===== src/rtl/alu_ctrl_stage.sv =====
// -----------------------------------------------------------------------------
// alu_ctrl_stage
//
// Registered ALU control decode stage sitting between ID and EX. The 11-bit
// opcode (instruction bits [31:21]) is decoded into an ALU control code and
// captured in a single-entry pipeline register guarded by a valid/ready
// handshake. Multi-cycle MUL operations occupy the multiplier for MUL_CYCLES
// cycles after hand-off; during that time no new instruction is issued.
// Unsupported opcodes are flagged, and those handed to EX are counted.
//
// Parameters
//   CTRL_W      ALU control code width (>= 4); codes are zero-extended.
//   MUL_CYCLES  EX occupancy of a MUL in cycles (>= 1).
//
// Ports
//   clk            clock, all state updates on the rising edge
//   reset          synchronous active-high reset
//   opcode_in      instruction bits [31:21]
//   alu_on_in      instruction uses the ALU
//   valid_in       upstream presents an instruction
//   ready_out      stage accepts this cycle (combinational, never from valid_in/flush)
//   flush          squash the held entry and any same-cycle input
//   valid_out      entry held for EX
//   ready_in       EX accepts this cycle
//   alu_cntrl_out  registered ALU control code
//   illegal_out    held entry is an unsupported opcode
//   mul_busy       multiplier occupied, issue blocked
//   illegal_seen   sticky: an illegal entry was handed to EX
//   err_count      saturating count of illegal entries handed to EX
// -----------------------------------------------------------------------------
module alu_ctrl_stage #(
    parameter int CTRL_W     = 4,
    parameter int MUL_CYCLES = 4
) (
    input  logic              clk,
    input  logic              reset,
    input  logic [10:0]       opcode_in,
    input  logic              alu_on_in,
    input  logic              valid_in,
    output logic              ready_out,
    input  logic              flush,
    output logic              valid_out,
    input  logic              ready_in,
    output logic [CTRL_W-1:0] alu_cntrl_out,
    output logic              illegal_out,
    output logic              mul_busy,
    output logic              illegal_seen,
    output logic [7:0]        err_count
);

    // A MUL only occupies the multiplier beyond its hand-off cycle when it
    // takes more than one cycle; otherwise it is treated like any other op.
    localparam bit MULTI = (MUL_CYCLES > 1);
    localparam int CNT_W = (MUL_CYCLES > 1) ? $clog2(MUL_CYCLES) : 1;

    typedef enum logic [0:0] {
        IDLE = 1'b0,
        BUSY = 1'b1
    } stateT;

    stateT             stateReg;
    logic [CNT_W-1:0]  cntReg;
    logic              validReg;
    logic [CTRL_W-1:0] ctrlReg;
    logic              illegalReg;
    logic              isMulReg;
    logic              illegalSeenReg;
    logic [7:0]        errCountReg;

    logic [CTRL_W-1:0] decCode;
    logic              decIllegal;
    logic              decIsMul;
    logic              accept;
    logic              handoff;
    logic              busy;

    // ------------------------------------------------------------------
    // Opcode decode. Patterns are mutually disjoint.
    // ------------------------------------------------------------------
    always_comb begin
        decCode    = '0;
        decIllegal = 1'b0;
        decIsMul   = 1'b0;
        if (alu_on_in) begin
            casez (opcode_in)
                11'b1001000100?,                          // ADDI
                11'b10101011000,                          // ADDS
                11'b11111000010,                          // LDUR
                11'b11111000000: decCode = CTRL_W'(4'b0010); // STUR
                11'b11101011000: decCode = CTRL_W'(4'b0011); // SUBS
                11'b100101?????: decCode = CTRL_W'(4'b0000); // BL
                11'b10110100???: decCode = CTRL_W'(4'b0100); // CBZ
                11'b10001010000: decCode = CTRL_W'(4'b0101); // AND
                11'b10101010000: decCode = CTRL_W'(4'b0110); // ORR
                11'b11001010000: decCode = CTRL_W'(4'b0111); // EOR
                11'b11010011011: decCode = CTRL_W'(4'b1000); // LSL
                11'b11010011010: decCode = CTRL_W'(4'b1001); // LSR
                11'b10011011000: begin                       // MUL
                    decCode  = CTRL_W'(4'b1010);
                    decIsMul = 1'b1;
                end
                default: begin
                    decCode    = '1;
                    decIllegal = 1'b1;
                end
            endcase
        end
    end

    // ------------------------------------------------------------------
    // Handshake. A held multi-cycle MUL must leave before anything else
    // is accepted, so it never allows pass-through acceptance.
    // ------------------------------------------------------------------
    assign busy      = (stateReg == BUSY);
    assign ready_out = !busy && (!validReg || (ready_in && !(isMulReg && MULTI)));
    assign accept    = valid_in && ready_out;
    assign handoff   = validReg && ready_in;

    always_ff @(posedge clk) begin
        if (reset) begin
            stateReg       <= IDLE;
            cntReg         <= '0;
            validReg       <= 1'b0;
            ctrlReg        <= '0;
            illegalReg     <= 1'b0;
            isMulReg       <= 1'b0;
            illegalSeenReg <= 1'b0;
            errCountReg    <= '0;
        end else begin
            // Pipeline entry. Flush wins over both accept and hand-off.
            if (flush) begin
                validReg   <= 1'b0;
                ctrlReg    <= '0;
                illegalReg <= 1'b0;
                isMulReg   <= 1'b0;
            end else if (accept) begin
                validReg   <= 1'b1;
                ctrlReg    <= decCode;
                illegalReg <= decIllegal;
                isMulReg   <= decIsMul;
            end else if (handoff) begin
                validReg   <= 1'b0;
                ctrlReg    <= '0;
                illegalReg <= 1'b0;
                isMulReg   <= 1'b0;
            end

            // Multiplier occupancy. A flushed hand-off is squashed and
            // does not start the multiplier; an already running count is
            // unaffected by flush.
            case (stateReg)
                IDLE: begin
                    if (handoff && !flush && isMulReg && MULTI) begin
                        stateReg <= BUSY;
                        cntReg   <= CNT_W'(MUL_CYCLES - 1);
                    end
                end
                BUSY: begin
                    if (cntReg == CNT_W'(1)) begin
                        stateReg <= IDLE;
                        cntReg   <= '0;
                    end else begin
                        cntReg <= cntReg - CNT_W'(1);
                    end
                end
                default: begin
                    stateReg <= IDLE;
                    cntReg   <= '0;
                end
            endcase

            // Error tracking on real (non-flushed) hand-offs only.
            if (handoff && !flush && illegalReg) begin
                illegalSeenReg <= 1'b1;
                if (errCountReg != 8'hFF) begin
                    errCountReg <= errCountReg + 8'd1;
                end
            end
        end
    end

    assign valid_out     = validReg;
    assign alu_cntrl_out = ctrlReg;
    assign illegal_out   = illegalReg;
    assign mul_busy      = busy;
    assign illegal_seen  = illegalSeenReg;
    assign err_count     = errCountReg;

endmodule


===== config.mk =====
export PLATFORM = sky130hd
export DESIGN_NAME = alu_ctrl_stage
export DESIGN_NICKNAME = d
export VERILOG_FILES = /design/src/rtl/alu_ctrl_stage.sv
export SDC_FILE = /design/constraint.sdc
export NUM_CORES = 1
export LEC_CHECK = 0
export CAP_MARGIN = 15
export CORE_MARGIN = 4
export CORE_UTILIZATION = 30
export DETAILED_ROUTE_END_ITERATION = 8
export PLACE_DENSITY = 0.66
export REMOVE_ABC_BUFFERS = 1
export SLEW_MARGIN = 20
export SYNTH_ARGS = -nofsm -noshare
export SYNTH_HDL_FRONTEND = slang
export SYNTH_SLANG_ARGS = --single-unit

===== constraint.sdc =====
create_clock -name clk -period 4.85 [get_ports clk]
set_clock_uncertainty 0.2 [all_clocks]
set_input_delay 0.97 -clock clk [delete_from_list [all_inputs] [get_ports clk]]
set_output_delay 0.97 -clock clk [all_outputs]
set_load 0.02 [all_outputs]

==> impl_metrics.py, run 1 <==
metrics = {
    "status": {
        "status": "completed",
    },
    "sta": {
        "hold_violations": 0,
        "maxSlewViolCount": 0,
        "worstMarginPinSlew_ns": 0.621,
        "finalCritPeriodShare": 0.741,
        "period_needed_ns": 3.60,
        "finalSetupTns_ns": 0,
        "setup_ws_ns": 1.25,
        "rsz0062_at_grt": "false",
        "clock.fmax_mhz": 278,
        "slew_headroom": 0.583,
        "setup_viol": 0,
    },
    "setup_path": {
        "arrival_ns": 2.43,
        "path_buf_inv": 2,
        "crit_top_cell": "clkdlybuf4s50_1",
        "slowest_delay_ns": 0.64,
        "required_ns": 3.68,
        "path_cells": "clkdlybuf4s50_1, nand2b_1, a21oi_1, clkdlybuf4s50_1",
        "critPathKind": "in2out",
        "start_kind": "primary input",
        "ff2ff_setup_slack_ns": 2.92,
        "worstSetupEndpointType": "primary output",
        "crit_slowest_cell": "clkdlybuf4s50_1",
        "crit_fanout": 4,
        "critPathTopFamily": "buffers and inverters",
    },
    "drt": {
        "wl_per_cell_um": 12.5,
        "drt_iter0_drc": 42,
        "ant_nets": 0,
        "vias": 1055,
        "wl_um": 2590,
        "drtPass1Iterations": 5,
        "vias_per_cell": 5.10,
        "drc": 0,
    },
    "grt": {
        "grt.met2_usage": 0.209,
        "overflow": 0,
        "grt_max_degree": 14,
        "use_met3": 0.0405,
        "grt_util_met1": 0.150,
        "grt.total_usage": 0.123,
        "first_global_vias": 972,
        "antenna_found_initial": 0,
        "grt-busiest-layer": "met2",
        "grt_pass1_wl_um": 4280,
    },
    "clock_network": {
        "hold_buffers": 0,
        "clk_latency_ns": 0.29,
        "numCtsBuffers": 3,
        "clk_pin_slew_ns": 0.10,
        "cts_tree": "built",
        "post-cts-setup-buffers": 0,
        "ctsResizeCount": 0,
        "cts_sinks": 19,
        "clockBufferDepth": 2,
        "root_buffer": "clkbuf_4",
        "htree_levels": 1,
    },
    "logic_synthesis": {
        "synth_area_leaders": "dfxtp_1, nor2_1, xnor2_1, a21oi_1, nand2b_1",
        "ys_ff_latch": 19,
        "synth_edf_count": 0,
        "synth_cells": 128,
        "synth_flop_cell": "dfxtp_1",
        "synth-seq-area-share": 0.363,
        "syn_area_um2": 1050,
        "netlist_top_cells_count": "nor2_1, dfxtp_1, a21oi_1, nand2_1, nand3_1",
        "synth_top_area_frac": 0.363,
        "syn_area_per_cell_um2": 8.18,
        "synth.yosys.warnings": 0,
        "synth_most_common_cell": "nor2_1",
        "synth_top_area_cell": "dfxtp_1",
        "ys_types": 40,
        "async_flop_share": 0,
    },
    "power": {
        "powerDensity_nw_per_um2": 194,
        "power_leakage_nw": 0.484,
        "ir_worst_vdd_mv": 0.117,
    },
    "layout": {
        "drive_gt1_frac": 0.0497,
        "stdcell_area_um2": 1440,
        "synthToLayoutAreaGrowth_pct": 37.5,
        "final_util": 0.428,
        "n_antenna_cell": 0,
        "finalNetCount": 181,
    },
    "place": {
        "dp_hpwl_um": 2070,
        "port_buffers": 33,
        "pre_cts_slack_ns": 1.27,
        "placed_area_um2": 1410,
        "place.gp.congestion": 0.784,
    },
    "floorplan": {
        "num_rows": 21,
        "pin_count": 34,
        "fp.dieW_um": 67.1,
        "die_h_um": 67.1,
        "die_area_um2": 4500,
        "initial_utilization": 0.311,
        "coreArea_um2": 3360,
    },
    "flow_run": {
        "cap_violations": 0,
    },
    "hold_path": {
        "hold_class": "reg2reg",
    },
}
state kept, by name, summed over array words and instances, names as in the netlist:
signal         flops
err_count          8
alu_cntrl_out      4
cntReg             2
illegal_out        1
illegal_seen       1
isMulReg           1
mul_busy           1
valid_out          1
report_power, final:
group	internal (mW)	switching [mW]	total, mW	leakage [nW]
combinational	0.0220	0.0212	0.0432	0.312
clock	0.0307	0.0468	0.0775	0.0177
sequential	0.158	0.00146	0.159	0.154
total	0.210	0.0695	0.280	0.484
worst register-to-register path: cells and delay by family (launching register included):
kind,cells,cell delay (ns)
compound gates,1,0.51
fa+ha+maj,1,0.24
xor+xnor,1,0.18
flops,1,0.40
simple gates,3,0.28
per-layer routing:
layer | share of wire | vias to the layer above
met5 | 0 | -
met4 | 0.0046 | 0
met3 | 0.055 | 2
li1 | - | 535
met2 | 0.49 | 27
met1 | 0.45 | 491
logic make-up (layout without fill, tap and decap cells):
family	count (synthesis)	count (layout)	share of synthesized area
adder cells (fa/ha/maj)	2	2	0.0239
flip-flops	19	19	0.363
AO/OA/AOI/OAI	25	25	0.165
XOR/XNOR	6	6	0.0502
multiplexers	1	1	0.00956
buffers and inverters	9	42	0.0394
AND/OR/NAND/NOR	66	66	0.349
final timing paths:
| check | from | end | cells past startpoint |
|---|---|---|---|
| max reg2reg | err_count[0]$_SDFFE_PP0P_ | err_count[7]$_SDFFE_PP0P_ | 6 |
| max | ready_in | ready_out | 4 |
| min | cntReg[0]$_SDFFE_PP0P_ | cntReg[0]$_SDFFE_PP0P_ | 1 |
| min reg2reg | cntReg[0]$_SDFFE_PP0P_ | cntReg[0]$_SDFFE_PP0P_ | 1 |
layout by cell type (no fill, tap or decap), drive strengths merged, types with 2 or more instances in the layout:
cell	Yosys	routed
nor2	20	20
xnor2	5	5
or2	2	2
inv	5	5
a32oi	2	2
nand3b	3	3
dfxtp	19	19
a211oi	3	3
nor4	2	2
nand2	7	7
o21ai	3	3
nor3	5	5
nand3	6	6
clkbuf	3	3
nor2b	4	4
ha	2	2
nor4b	2	2
a21oi	7	7
o211ai	2	2
nand2b	5	5
nor4bb	2	2
nand4	2	2
a31oi	2	2
clkdlybuf4s50	0	33
layout make-up:
| class | count | area, um2 |
|---|---|---|
| timing repair buffer | 33 | 330 |
| clock buffer | 3 | 22.5 |
| clock inverter | 1 | 5.00 |
| sequential | 19 | 380 |
| fill | 357 | 1920 |
| multi-input combinational | 100 | 626 |
| inverter | 5 | 18.8 |
| tap | 46 | 57.6 |
metrics by stage:
step | hold WS, ns | power, mW | std cells
after global routing | 0.313 | 0.294 | 207
after floorplan | 0.240 | 0.179 | 124
after CTS | 0.294 | 0.284 | 207
after global placement | 0.257 | 0.205 | 203
final | 0.292 | 0.280 | 207
after detailed placement | 0.268 | 0.206 | 203
(Power assumes the default switching activity.)
==> inputs of run 2 (changes only) <==
- PLACE_DENSITY: 0.66 -> 0.68
- clock period: 4.85 -> 2.9 ns (I/O delays scaled with it)
==> impl_metrics.py, run 2 (same netlist as run 1, synthesis figures left out) <==
metrics = {
    "sta": {
        "finalCritPeriodShare": 0.964,
        "clock.fmax_mhz": 358,
        "slew_headroom": 0.584,
        "setup_viol": 0,
        "setup_ws_ns": 0.103,
        "period_needed_ns": 2.80,
        "worstMarginPinSlew_ns": 0.620,
        "maxSlewViolCount": 0,
        "rsz0062_at_grt": "false",
        "hold_violations": 0,
        "finalSetupTns_ns": 0,
    },
    "clock_network": {
        "cts_tree": "built",
        "htree_levels": 1,
        "clk_latency_ns": 0.30,
        "ctsResizeCount": 0,
        "cts_sinks": 19,
        "numCtsBuffers": 3,
        "clk_pin_slew_ns": 0.10,
        "post-cts-setup-buffers": 0,
        "hold_buffers": 0,
        "clockBufferDepth": 2,
        "root_buffer": "clkbuf_4",
    },
    "layout": {
        "synthToLayoutAreaGrowth_pct": 41.1,
        "finalNetCount": 186,
        "layout_common_cells": "clkdlybuf4s50_1, nor2_1, dfxtp_1",
        "final_common_cell": "clkdlybuf4s50_1",
        "stdcell_area_um2": 1480,
        "drive_gt1_frac": 0.0783,
        "fin_cells": 212,
        "n_antenna_cell": 0,
        "largest_register_ffs": 8,
    },
    "drt": {
        "drt_iter0_drc": 34,
        "wl_um": 2720,
        "drc": 0,
        "drtPass1Iterations": 4,
        "vias_per_cell": 5.00,
        "wl_per_cell_um": 12.8,
        "vias": 1059,
        "ant_nets": 0,
    },
    "floorplan": {
        "initial_utilization": 0.311,
        "pin_count": 34,
        "fp.dieW_um": 67.1,
        "die_h_um": 67.1,
        "coreArea_um2": 3360,
        "die_area_um2": 4500,
        "num_rows": 21,
    },
    "status": {
        "status": "completed",
    },
    "place": {
        "placed_area_um2": 1450,
        "pre_cts_slack_ns": 0.114,
        "place.gp.congestion": 0.839,
        "port_buffers": 33,
        "dp_hpwl_um": 2150,
        "dp_cells": 208,
    },
    "setup_path": {
        "required_ns": 2.12,
        "arrival_ns": 2.02,
        "start_kind": "primary input",
        "critPathKind": "in2out",
        "crit_fanout": 3,
        "worstSetupEndpointType": "primary output",
    },
    "grt": {
        "antenna_found_initial": 0,
        "first_global_vias": 1044,
        "overflow": 0,
        "grt_pass1_wl_um": 4670,
        "grt_max_degree": 14,
        "grt.total_usage": 0.129,
    },
    "flow_run": {
        "cap_violations": 0,
    },
    "power": {
        "total_power_mw": 0.476,
        "power_leakage_nw": 0.508,
        "ir_worst_vdd_mv": 0.216,
        "powerDensity_nw_per_um2": 322,
    },
    "hold_path": {
        "hold_class": "reg2reg",
    },
}
-- run 2: where the power goes --
part / internal (mW) / total (mW) / leakage (nW) / switching, mW
registers: 0.264 / 0.266 / 0.154 / 0.00253
logic: 0.0411 / 0.0778 / 0.336 / 0.0366
clock network: 0.0513 / 0.132 / 0.0177 / 0.0810
total: 0.356 / 0.476 / 0.508 / 0.120
-- run 2: per-layer routing --
metal	GRT usage	part of all wire	vias up
li1	-	-	542
met2	0.217	0.49	23
met5	0	0	-
met4	0.0228	0.0063	0
met3	0.0202	0.032	2
met1	0.173	0.47	492
-- run 2: area by class of cell --
class	count	area (um2)
multi-input combinational	100	626
clock inverter	1	5.00
timing repair buffer	38	368
sequential	19	380
clock buffer	3	22.5
tap	46	57.6
fill	367	1890
inverter	5	18.8
-- run 2: final timing paths --
check,from,end,slack [ns],cells after the start
max,ready_in,ready_out,0.10,4
min,cntReg[0]$_SDFFE_PP0P_,cntReg[0]$_SDFFE_PP0P_,0.29,1
max reg2reg,err_count[0]$_SDFFE_PP0P_,err_count[4]$_SDFFE_PP0P_,0.98,6
min reg2reg,cntReg[0]$_SDFFE_PP0P_,cntReg[0]$_SDFFE_PP0P_,0.29,1
-- run 2: stage by stage --
step,util,hold slack [ns]
floorplan,-,0.240
global placement,0.431,0.256
detailed placement,0.431,0.279
CTS,0.439,0.294
global route,0.439,0.308
finish,0.439,0.288
-- run 2: critical path, stage by stage --
cell	delay [ns]
clkdlybuf4s50_1	0.47
nand2b_1	0.06
a21oi_1	0.24
clkdlybuf4s50_1	0.66
